## config.mk

```make
export PLATFORM = sky130hd
export DESIGN_NAME = bus_source_arbiter_flat
export DESIGN_NICKNAME = d
export VERILOG_FILES = /design/src/rtl/bus_source_arbiter_pkg.sv /design/src/rtl/bus_source_arbiter_if.sv /design/src/rtl/bus_source_arbiter_rr_pick.sv /design/src/rtl/bus_source_arbiter.sv /design/src/flat_wrapper.sv
export SDC_FILE = /design/constraint.sdc
export NUM_CORES = 1
export LEC_CHECK = 0
export ABC_AREA = 0
export BUFFER_PORTS_ARGS = -buffer_cell sky130_fd_sc_hd__buf_2
export CAP_MARGIN = 20
export CORE_ASPECT_RATIO = 1.25
export CORE_UTILIZATION = 50
export CTS_CLUSTER_SIZE = 12
export DETAILED_ROUTE_END_ITERATION = 6
export PLACE_DENSITY = 0.69
export SYNTH_ARGS = -nofsm -noshare
export SYNTH_HDL_FRONTEND = slang
export SYNTH_SLANG_ARGS = --single-unit
```

## constraint.sdc

```tcl
create_clock -name clock -period 8.1 [get_ports clock]
set_clock_uncertainty 0.15 [all_clocks]
set_input_delay 2.025 -clock clock [delete_from_list [all_inputs] [get_ports clock]]
set_output_delay 2.025 -clock clock [all_outputs]
set_load 0.01 [all_outputs]
```

## src/rtl/bus_source_arbiter_pkg.sv

```systemverilog
// Shared types and constants for the 32-source round-robin bus arbiter.
// Optional grant watchdog is enabled by defining BUS_ARB_TIMEOUT_EN.
package bus_arb_pkg;

    localparam int unsigned NUM_SRC        = 32;
    localparam int unsigned IDX_W          = 5;
    localparam int unsigned TIMEOUT_CYCLES = 16;

    typedef enum logic [1:0] {
        IDLE  = 2'd0,
        GRANT = 2'd1,
        TURN  = 2'd2
    } state_e;

    // True when the vector has at most one bit set.
    function automatic logic onehot0(input logic [NUM_SRC-1:0] v);
        return (v & (v - {{(NUM_SRC-1){1'b0}}, 1'b1})) == {NUM_SRC{1'b0}};
    endfunction

endpackage

```

## src/rtl/bus_source_arbiter_if.sv

```systemverilog
// Request/grant bundle between the bus sources and the arbiter.
// The timeout flag exists only when BUS_ARB_TIMEOUT_EN is defined.
interface bus_source_arbiter_if;
    import bus_arb_pkg::*;

    logic [NUM_SRC-1:0] req;
    logic               done;
    logic [NUM_SRC-1:0] grant;
    logic               grant_valid;
    logic               busy;
`ifdef BUS_ARB_TIMEOUT_EN
    logic               timeout;
`endif

    modport slave (
        input  req,
        input  done,
        output grant,
        output grant_valid,
`ifdef BUS_ARB_TIMEOUT_EN
        output timeout,
`endif
        output busy
    );

    modport master (
        output req,
        output done,
        input  grant,
        input  grant_valid,
`ifdef BUS_ARB_TIMEOUT_EN
        input  timeout,
`endif
        input  busy
    );

endinterface

```

## src/rtl/bus_source_arbiter_rr_pick.sv

```systemverilog
// Combinational round-robin picker: first set request at or after last_idx+1,
// wrapping 31 -> 0. Returns an all-zero winner when no request is set.
module rr_pick
    import bus_arb_pkg::*;
(
    input  logic [NUM_SRC-1:0] req,
    input  logic [IDX_W-1:0]   last_idx,
    output logic [NUM_SRC-1:0] winner,
    output logic [IDX_W-1:0]   winner_idx
);

    logic             found_s;
    logic [IDX_W-1:0] probe_s;

    // Scan all 32 positions starting one past the previous winner.
    always_comb begin
        found_s    = 1'b0;
        winner_idx = {IDX_W{1'b0}};
        probe_s    = {IDX_W{1'b0}};
        for (int i = 0; i < NUM_SRC; i++) begin
            probe_s = last_idx + IDX_W'(1) + IDX_W'(i);
            if (!found_s && req[probe_s]) begin
                found_s    = 1'b1;
                winner_idx = probe_s;
            end else begin
                found_s    = found_s;
            end
        end
    end

    // Decode the chosen index back to a one-hot enable.
    always_comb begin
        if (found_s) begin
            winner = {{(NUM_SRC-1){1'b0}}, 1'b1} << winner_idx;
        end else begin
            winner = {NUM_SRC{1'b0}};
        end
    end

endmodule

```

## src/rtl/bus_source_arbiter.sv

```systemverilog
// Round-robin bus-drive arbiter: IDLE -> GRANT (held until done) -> TURN -> IDLE.
// Define BUS_ARB_TIMEOUT_EN to add the grant watchdog and sticky timeout flag.
module bus_source_arbiter
    import bus_arb_pkg::*;
#(
    parameter int unsigned NUM_SRC        = bus_arb_pkg::NUM_SRC,
    parameter int unsigned TIMEOUT_CYCLES = bus_arb_pkg::TIMEOUT_CYCLES
) (
    input  logic                 clock,
    input  logic                 clear,
    bus_source_arbiter_if.slave  bus
);

    state_e             state_r;
    state_e             state_nxt_s;
    logic [NUM_SRC-1:0] grant_r;
    logic [NUM_SRC-1:0] grant_nxt_s;
    logic               grant_valid_r;
    logic               busy_r;
    logic [IDX_W-1:0]   last_idx_r;
    logic [IDX_W-1:0]   last_idx_nxt_s;
    logic [NUM_SRC-1:0] winner_s;
    logic [IDX_W-1:0]   winner_idx_s;
    logic               release_s;

    rr_pick u_rr_pick (
        .req        (bus.req),
        .last_idx   (last_idx_r),
        .winner     (winner_s),
        .winner_idx (winner_idx_s)
    );

`ifdef BUS_ARB_TIMEOUT_EN
    localparam int unsigned CNT_W = $clog2(TIMEOUT_CYCLES) + 1;
    localparam logic [CNT_W-1:0] CNT_LIMIT = CNT_W'(TIMEOUT_CYCLES - 1);

    logic [CNT_W-1:0] wd_cnt_r;
    logic             timeout_r;
    logic             forced_s;

    // The watchdog fires on the last permitted grant cycle only if done is absent.
    always_comb begin
        if (state_r == GRANT) begin
            forced_s = !bus.done && (wd_cnt_r == CNT_LIMIT);
        end else begin
            forced_s = 1'b0;
        end
        release_s = bus.done || forced_s;
    end

    // Watchdog counter and sticky timeout flag.
    always_ff @(posedge clock) begin
        if (clear) begin
            wd_cnt_r  <= {CNT_W{1'b0}};
            timeout_r <= 1'b0;
        end else begin
            if (state_r == GRANT && !release_s) begin
                wd_cnt_r <= wd_cnt_r + CNT_W'(1);
            end else begin
                wd_cnt_r <= {CNT_W{1'b0}};
            end
            if (forced_s) begin
                timeout_r <= 1'b1;
            end else begin
                timeout_r <= timeout_r;
            end
        end
    end

    assign bus.timeout = timeout_r;
`else
    // Without the watchdog a grant is held until the source reports done.
    always_comb begin
        release_s = bus.done;
    end
`endif

    // Next-state and next-grant selection.
    always_comb begin
        state_nxt_s    = state_r;
        grant_nxt_s    = grant_r;
        last_idx_nxt_s = last_idx_r;
        case (state_r)
            IDLE: begin
                if (|bus.req) begin
                    state_nxt_s    = GRANT;
                    grant_nxt_s    = winner_s;
                    last_idx_nxt_s = winner_idx_s;
                end else begin
                    grant_nxt_s    = {NUM_SRC{1'b0}};
                end
            end
            GRANT: begin
                if (release_s) begin
                    state_nxt_s = TURN;
                    grant_nxt_s = {NUM_SRC{1'b0}};
                end else begin
                    grant_nxt_s = grant_r;
                end
            end
            TURN: begin
                state_nxt_s = IDLE;
                grant_nxt_s = {NUM_SRC{1'b0}};
            end
            default: begin
                state_nxt_s = IDLE;
                grant_nxt_s = {NUM_SRC{1'b0}};
            end
        endcase
    end

    // State and registered outputs; clear wins over every other input.
    always_ff @(posedge clock) begin
        if (clear) begin
            state_r       <= IDLE;
            grant_r       <= {NUM_SRC{1'b0}};
            grant_valid_r <= 1'b0;
            busy_r        <= 1'b0;
            last_idx_r    <= {IDX_W{1'b1}};
        end else begin
            state_r       <= state_nxt_s;
            grant_r       <= grant_nxt_s;
            grant_valid_r <= |grant_nxt_s;
            busy_r        <= (state_nxt_s == GRANT) || (state_nxt_s == TURN);
            last_idx_r    <= last_idx_nxt_s;
        end
    end

    assign bus.grant       = grant_r;
    assign bus.grant_valid = grant_valid_r;
    assign bus.busy        = busy_r;

endmodule

```

## src/flat_wrapper.sv

```systemverilog
// flat-port wrapper written by rule: the top's interface ports become plain ports
module bus_source_arbiter_flat import bus_arb_pkg::*;
#(
    parameter int unsigned NUM_SRC        = bus_arb_pkg::NUM_SRC,
    parameter int unsigned TIMEOUT_CYCLES = bus_arb_pkg::TIMEOUT_CYCLES
)
  (clock, clear, bus_req, bus_done, bus_grant, bus_grant_valid, bus_busy);
  bus_source_arbiter_if bus_i ();
  input  logic clock;
  input  logic clear;
  input wire logic [$bits(bus_i.req)-1:0] bus_req;
  input wire logic [$bits(bus_i.done)-1:0] bus_done;
  output wire logic [$bits(bus_i.grant)-1:0] bus_grant;
  output wire logic [$bits(bus_i.grant_valid)-1:0] bus_grant_valid;
  output wire logic [$bits(bus_i.busy)-1:0] bus_busy;
  assign bus_i.req = bus_req;
  assign bus_i.done = bus_done;
  assign bus_grant = bus_i.grant;
  assign bus_grant_valid = bus_i.grant_valid;
  assign bus_busy = bus_i.busy;
  bus_source_arbiter #(.NUM_SRC(NUM_SRC), .TIMEOUT_CYCLES(TIMEOUT_CYCLES)) u_core (.clock(clock), .clear(clear), .bus(bus_i));
endmodule
```

==> impl_metrics.py, run 1 <==
metrics = {
    "worst_hold_path": {
        "min_path_type": "reg2reg",
        "hp-start": "u_core.last_idx_r[0]$_SDFFE_PP1P_",
        "whs_path_depth": 2,
        "holdPathEnd": "u_core.last_idx_r[0]$_SDFFE_PP1P_",
    },
    "route": {
        "routedWlPerCell_um": 27.2,
        "drtIter0Drc": 1017,
        "first_pass_iters": 5,
        "drc": 0,
        "drt.antenna.violating_nets": 0,
        "drt-total-wl_mm": 36.2,
        "viasPerCell": 7.36,
        "via_count": 9770,
    },
    "synth": {
        "ys_seq_area_share_pct": 10.1,
        "synth_area_leader_cell": "mux4_2",
        "ys_top_cells_by_area": "mux4_2 (13%), dfxtp_1 (10%), mux2i_1 (5.3%), nor2_1 (5.2%), nand2_1 (4.7%)",
        "ys_seq_elements": 41,
        "synth_edf_count": 0,
        "syn_avg_cell_area_um2": 7.64,
        "yosysWarnings": 0,
        "synth_nets": 1110,
        "yosys_most_used_dff": "dfxtp_1",
        "netlist_area_mm2": 0.00816,
        "synth_cell_types": 100,
        "async_flop_share_pct": 0,
        "synth_top_area_share_pct": 13.0,
        "syn_inst": 1068,
    },
    "sta": {
        "drv_slew": 1,
        "min_period_ns": 7.36,
        "finalSetupViolations": 0,
        "rsz0062_at_grt": "no",
        "period_share_pct": 90.8,
        "max-slew-margin-rel_pct": -1.60,
        "worst_slew_pin_slew_ns": 1.52,
        "hold_viol": 0,
        "final.setup.tns_ns": 0,
        "fmax_ghz": 0.136,
    },
    "clock_network": {
        "clk_latency_ns": 0.28,
        "htree_num_levels": 2,
        "clock_sinks": 41,
        "clk_pin_slew_ns": 0.06,
        "cts_resized": 0,
        "cts_max_path_buffers": 2,
        "postCtsSetupBuffers": 0,
        "cts.hold.buffers_added": 0,
        "clock-root-buffer": "clkbuf_16",
        "cts_buffers": 5,
        "cts_tree": "built",
    },
    "final_layout": {
        "post_route_cells_drive_above_1_share_pct": 19.5,
        "nNetsFinal": 1156,
        "fin_area_mm2": 0.00882,
        "area_delta_synth_final_pct": 8.05,
        "fillers": 1576,
        "seqCellArea_um2": 823,
        "fin_cells": 1327,
        "multi_input_area_mm2": 0.00686,
    },
    "setup_path": {
        "path_class": "in2reg",
        "reg2reg_to": "u_core.bus.grant_valid$_SDFF_PP0_",
        "cp.required_ns": 8.14,
        "crit_slowest_cell": "a311oi_1",
        "rr_startpoint": "u_core.last_idx_r[0]$_SDFFE_PP1P_",
        "path_cells": "buf_2 > mux4_2 > mux2i_1 > o21ai_1 > and3_1 > nor4_2 > nand4_1 > buf_4 > a311oi_1 > a221oi_1 > o21ai_0 > a21oi_1 > nor3b_1 > or2_1 > and2_4 > o21ai_0 > a41oi_1",
        "crit_top_cell": "o21ai_0",
        "critPathArrivalTime_ns": 7.40,
        "worstSetupStartpointType": "input pin",
        "regToRegSetupSlack_ns": 0.75,
        "cpPeakStageDelay_ns": 0.98,
        "cp_max_fo": 14,
        "rr_worst_depth": 21,
        "end_kind": "register",
    },
    "global_route": {
        "grt_first_pass_wirelength_mm": 53.5,
        "grt_max_degree": 60,
        "grt_usage_pct": 43.4,
        "antenna_found_initial": 1,
        "grt_pass1_vias": 8967,
        "gr-total-overflow": 0,
    },
    "job": {
        "maxCapViolCount": 0,
    },
    "placed_design": {
        "placed_area_mm2": 0.00868,
        "io_buffers": 68,
        "gp_congestion": 1.06,
        "dp.cells": 1319,
        "hpwl_mm": 28.0,
    },
    "die": {
        "die_w_um": 116,
        "die_area_mm2": 0.0168,
        "start_util_pct": 51.8,
        "die_y_um": 145,
        "placementRows": 51,
        "ioPinCount": 69,
        "core_area_mm2": 0.0158,
    },
    "run_status": {
        "status": "finished, violations left",
        "violations": "max-slew violations",
    },
}
==> synthesized netlist by cell type, drive strengths merged, types with 15 or more instances <==
master / instances
buf: 35
and3: 15
inv: 24
xnor2: 28
mux4: 47
nor4: 34
a21oi: 55
mux2: 20
a22oi: 47
dfxtp: 41
nand4: 17
o22ai: 15
nand3: 39
nand2: 105
o21ai: 72
a211oi: 24
nor3: 30
nor2: 115
clkbuf: 32
mux2i: 45
==> layer usage <==
metal | up-vias | global-route usage (%) | routed length (um)
met4 | 2 | 31.3 | 3150
li1 | 4350 | - | -
met5 | - | 0 | 13
met3 | 186 | 12.0 | 3890
met2 | 614 | 66.6 | 15700
met1 | 4618 | 51.8 | 13400
==> cells in the final DEF (no fill, tap or decap), drive strengths merged, types with 8 or more instances in the layout <==
master and count:
a211oi 24, a21o 9, a21oi 55, a221oi 10
a22oi 47, a31oi 8, a32oi 8, and2 13
and3 15, buf 106, dfxtp 41, inv 24
mux2 20, mux2i 45, mux4 47, nand2 105
nand2b 13, nand3 39, nand4 17, nor2 115
nor3 30, nor4 34, o2111ai 10, o211ai 14
o21a 11, o21ai 72, o22ai 15, o31ai 12
or2 9, or3 8, xnor2 28
==> layout make-up <==
cell class | count | share of cell area, %
inverters | 25 | 1.09
clock inverters | 1 | 0.0993
clock buffers | 6 | 1.46
well taps | 212 | 3.01
multi-input cells | 935 | 77.8
flip-flops and latches | 41 | 9.34
diodes | 1 | 0.0284
repair buffers | 106 | 7.18
==> sequential cells by signal, summed over array words and instances (netlist names) <==
signal / cells
u_core.last_idx_r: 5
u_core.state_r: 2
u_core.bus.grant_valid: 1
u_core.bus.busy: 1
u_core.bus.grant: 32
==> how the worst max path moves through the flow <==
| stage | start | endpoint | slack [ns] | cells after the start |
|---|---|---|---|---|
| 4_1_cts | u_core.last_idx_r[1]$_SDFFE_PP1P_ | u_core.bus.grant[19]$_SDFF_PP0_ | 0.87 | 20 |
| 5_1_grt | u_core.last_idx_r[1]$_SDFFE_PP1P_ | u_core.bus.grant_valid$_SDFF_PP0_ | 0.39 | 20 |
| 3_5_place_dp | bus_req[1] | u_core.bus.grant[19]$_SDFF_PP0_ | 0.59 | 17 |
| 2_1_floorplan | bus_req[1] | u_core.bus.grant[16]$_SDFF_PP0_ | 1.46 | 20 |
| 6_report | bus_req[14] | u_core.bus.grant_valid$_SDFF_PP0_ | 0.74 | 17 |
| 3_3_place_gp | bus_req[1] | u_core.bus.grant[10]$_SDFF_PP0_ | 0.63 | 17 |
==> critical path, delay by kind of cell <==
kind / cells / cell delay, ns
compound gates: 7 / 2.11
buf+inv: 2 / 0.41
mux: 2 / 0.77
simple gates: 6 / 2.07
==> metrics by stage <==
step / utilization [%] / worst slack (ns) / hold slack, ns
floorplan: - / 1.46 / 0.333
global placement: 55.0 / 0.629 / 0.373
detailed placement: 55.1 / 0.595 / 0.372
CTS: 55.9 / 0.869 / 0.392
global route: 55.9 / 0.393 / 0.404
finish: 55.9 / 0.745 / 0.382
==> cells by family after synthesis <==
family | synth area share [%]
AND/OR/NAND/NOR | 25.4
AO/OA/AOI/OAI | 31.8
multiplexers | 21.4
buffers and inverters | 6.04
flip-flops | 10.1
XOR/XNOR | 4.19
adder cells (fa/ha/maj) | 1.07
Power of run 1 is not shown: default switching activity piles up to over one toggle a cycle in this logic, so the estimate is an artifact.
==> inputs of run 2 (changes only) <==
CORE_UTILIZATION = 36   (was 50)
PLACE_DENSITY = unset   (was 0.69)
==> run 2 against run 1 <==
Effect of this change:
- the run now ends clean
- sequential cell count did not move
- cell count rose by 5.3%
- via count fell by 0.98%
- die area rose by 38%
- largest cell class unchanged
- register-to-register slack improved by 0.16 ns
==> impl_metrics.py, run 2 (synthesis gave the netlist of run 1 again) <==
metrics = {
    "route": {
        "drt.antenna.violating_nets": 0,
        "drtIter0Drc": 1088,
        "viasPerCell": 6.92,
        "routedWlPerCell_um": 26.2,
        "drc": 0,
        "drt-total-wl_mm": 36.7,
        "via_count": 9674,
        "first_pass_iters": 7,
    },
    "clock_network": {
        "cts_max_path_buffers": 2,
        "clk_pin_slew_ns": 0.06,
        "clk_latency_ns": 0.28,
        "cts_tree": "built",
        "clock-root-buffer": "clkbuf_16",
        "cts_resized": 0,
        "postCtsSetupBuffers": 0,
        "htree_num_levels": 2,
        "clock_sinks": 41,
        "cts_buffers": 5,
        "cts.hold.buffers_added": 0,
    },
    "sta": {
        "finalSetupViolations": 0,
        "drv_slew": 0,
        "hold_viol": 0,
        "final.setup.tns_ns": 0,
        "rsz0062_at_grt": "no",
        "min_period_ns": 7.29,
        "max-slew-margin-rel_pct": 12.9,
        "period_share_pct": 90.1,
        "fmax_ghz": 0.137,
        "worst_slew_pin_slew_ns": 1.27,
    },
    "setup_path": {
        "path_class": "in2reg",
        "reg2reg_to": "u_core.bus.grant_valid$_SDFF_PP0_",
        "cp.required_ns": 8.08,
        "regToRegSetupSlack_ns": 0.91,
        "cp_max_fo": 10,
        "critPathArrivalTime_ns": 7.27,
        "rr_worst_depth": 22,
        "worstSetupStartpointType": "input pin",
        "crit_top_cell": "nor3_1",
        "path_cells": "buf_2 > mux4_2 > mux2_2 > nor3_1 > nor3_1 > nor2_4 > nand3_2 > nor2_1 > nand3_1 > nor4_1 > o31ai_1 > o31a_1 > o21ai_1 > o21ai_0 > a211o_1 > o221ai_1 > a41oi_1",
        "rr_startpoint": "u_core.last_idx_r[1]$_SDFFE_PP1P_",
        "cpPeakStageDelay_ns": 0.69,
        "crit_slowest_cell": "nor4_1",
        "end_kind": "register",
    },
    "global_route": {
        "grt_max_degree": 43,
        "gr-total-overflow": 0,
        "grt_usage_pct": 31.7,
        "antenna_found_initial": 1,
        "grt_first_pass_wirelength_mm": 55.0,
        "grt_pass1_vias": 8929,
    },
    "placed_design": {
        "io_buffers": 68,
        "gp_congestion": 1.00,
        "hpwl_mm": 28.8,
    },
    "die": {
        "placementRows": 61,
        "start_util_pct": 36.7,
        "ioPinCount": 69,
        "die_w_um": 137,
        "core_area_mm2": 0.0222,
        "die_y_um": 170,
        "die_area_mm2": 0.0233,
    },
    "worst_hold_path": {
        "holdPathEnd": "u_core.bus.grant[0]$_SDFF_PP0_",
        "whs_path_depth": 2,
        "hp-start": "u_core.bus.grant[0]$_SDFF_PP0_",
        "min_path_type": "reg2reg",
    },
    "final_layout": {
        "post_route_cells_drive_above_1_share_pct": 19.6,
        "final_cell_mix": "nor2_1 (111), nand2_1 (103), buf_2 (68)",
        "largest_reg_flops": 32,
        "nNetsFinal": 1156,
        "area_delta_synth_final_pct": 9.12,
        "diodes": 0,
        "final_common_cell": "nor2_1",
        "fillers": 2315,
    },
    "job": {
        "maxCapViolCount": 0,
    },
    "run_status": {
        "status": "finished clean",
    },
}
[run 2: worst max-delay path by stage]
| stage | slack, ns | end | cells past startpoint | startpoint |
|---|---|---|---|---|
| 2_1_floorplan | 1.46 | u_core.bus.grant[16]$_SDFF_PP0_ | 20 | bus_req[1] |
| 3_3_place_gp | 0.73 | u_core.bus.grant[10]$_SDFF_PP0_ | 18 | bus_req[1] |
| 3_5_place_dp | 0.76 | u_core.bus.grant[10]$_SDFF_PP0_ | 18 | bus_req[1] |
| 4_1_cts | 1.03 | u_core.bus.grant[10]$_SDFF_PP0_ | 18 | bus_req[1] |
| 5_1_grt | 0.60 | u_core.bus.grant[26]$_SDFF_PP0_ | 18 | u_core.last_idx_r[1]$_SDFFE_PP1P_ |
| 6_report | 0.81 | u_core.bus.grant_valid$_SDFF_PP0_ | 17 | bus_req[22] |
[run 2: area by class of cell]
class	instances	area [um^2]	share of cell area, %
Multi-Input combinational cell	935	6860	77.0
Sequential cell	41	823	9.25
Clock buffer	6	139	1.56
Tap cell	283	354	3.98
Inverter	25	96.3	1.08
Timing Repair Buffer	106	626	7.03
Clock inverter	1	7.51	0.0843
[run 2: metal layers]
| metal | global-route usage [%] | vias to the layer above | wire length (um) |
|---|---|---|---|
| li1 | - | 4350 | - |
| met1 | 40.3 | 4624 | 14200 |
| met2 | 50.6 | 557 | 16800 |
| met3 | 4.32 | 141 | 3170 |
| met4 | 18.8 | 2 | 2450 |
| met5 | 0 | - | 12 |
[run 2: stage by stage]
step                util, %  hold slack [ns]  area [um^2]  setup slack, ns  std cells
floorplan                 -            0.333         8160             1.46       1068
global placement       39.4            0.370         8760            0.733       1390
detailed placement     39.4            0.371         8760            0.756       1390
CTS                    40.1            0.389         8900             1.03       1397
global route           40.1            0.422         8900            0.595       1397
finish                 40.1            0.386         8900            0.805       1397
[run 2: critical path: cells and delay by family]
| kind | cells | cell delay, ns |
|---|---|---|
| AND/OR/NAND/NOR | 7 | 2.71 |
| AO/OA/AOI/OAI | 7 | 1.54 |
| multiplexers | 2 | 0.85 |
| buffers and inverters | 1 | 0.13 |
Power of run 2 is left out for the same reason.
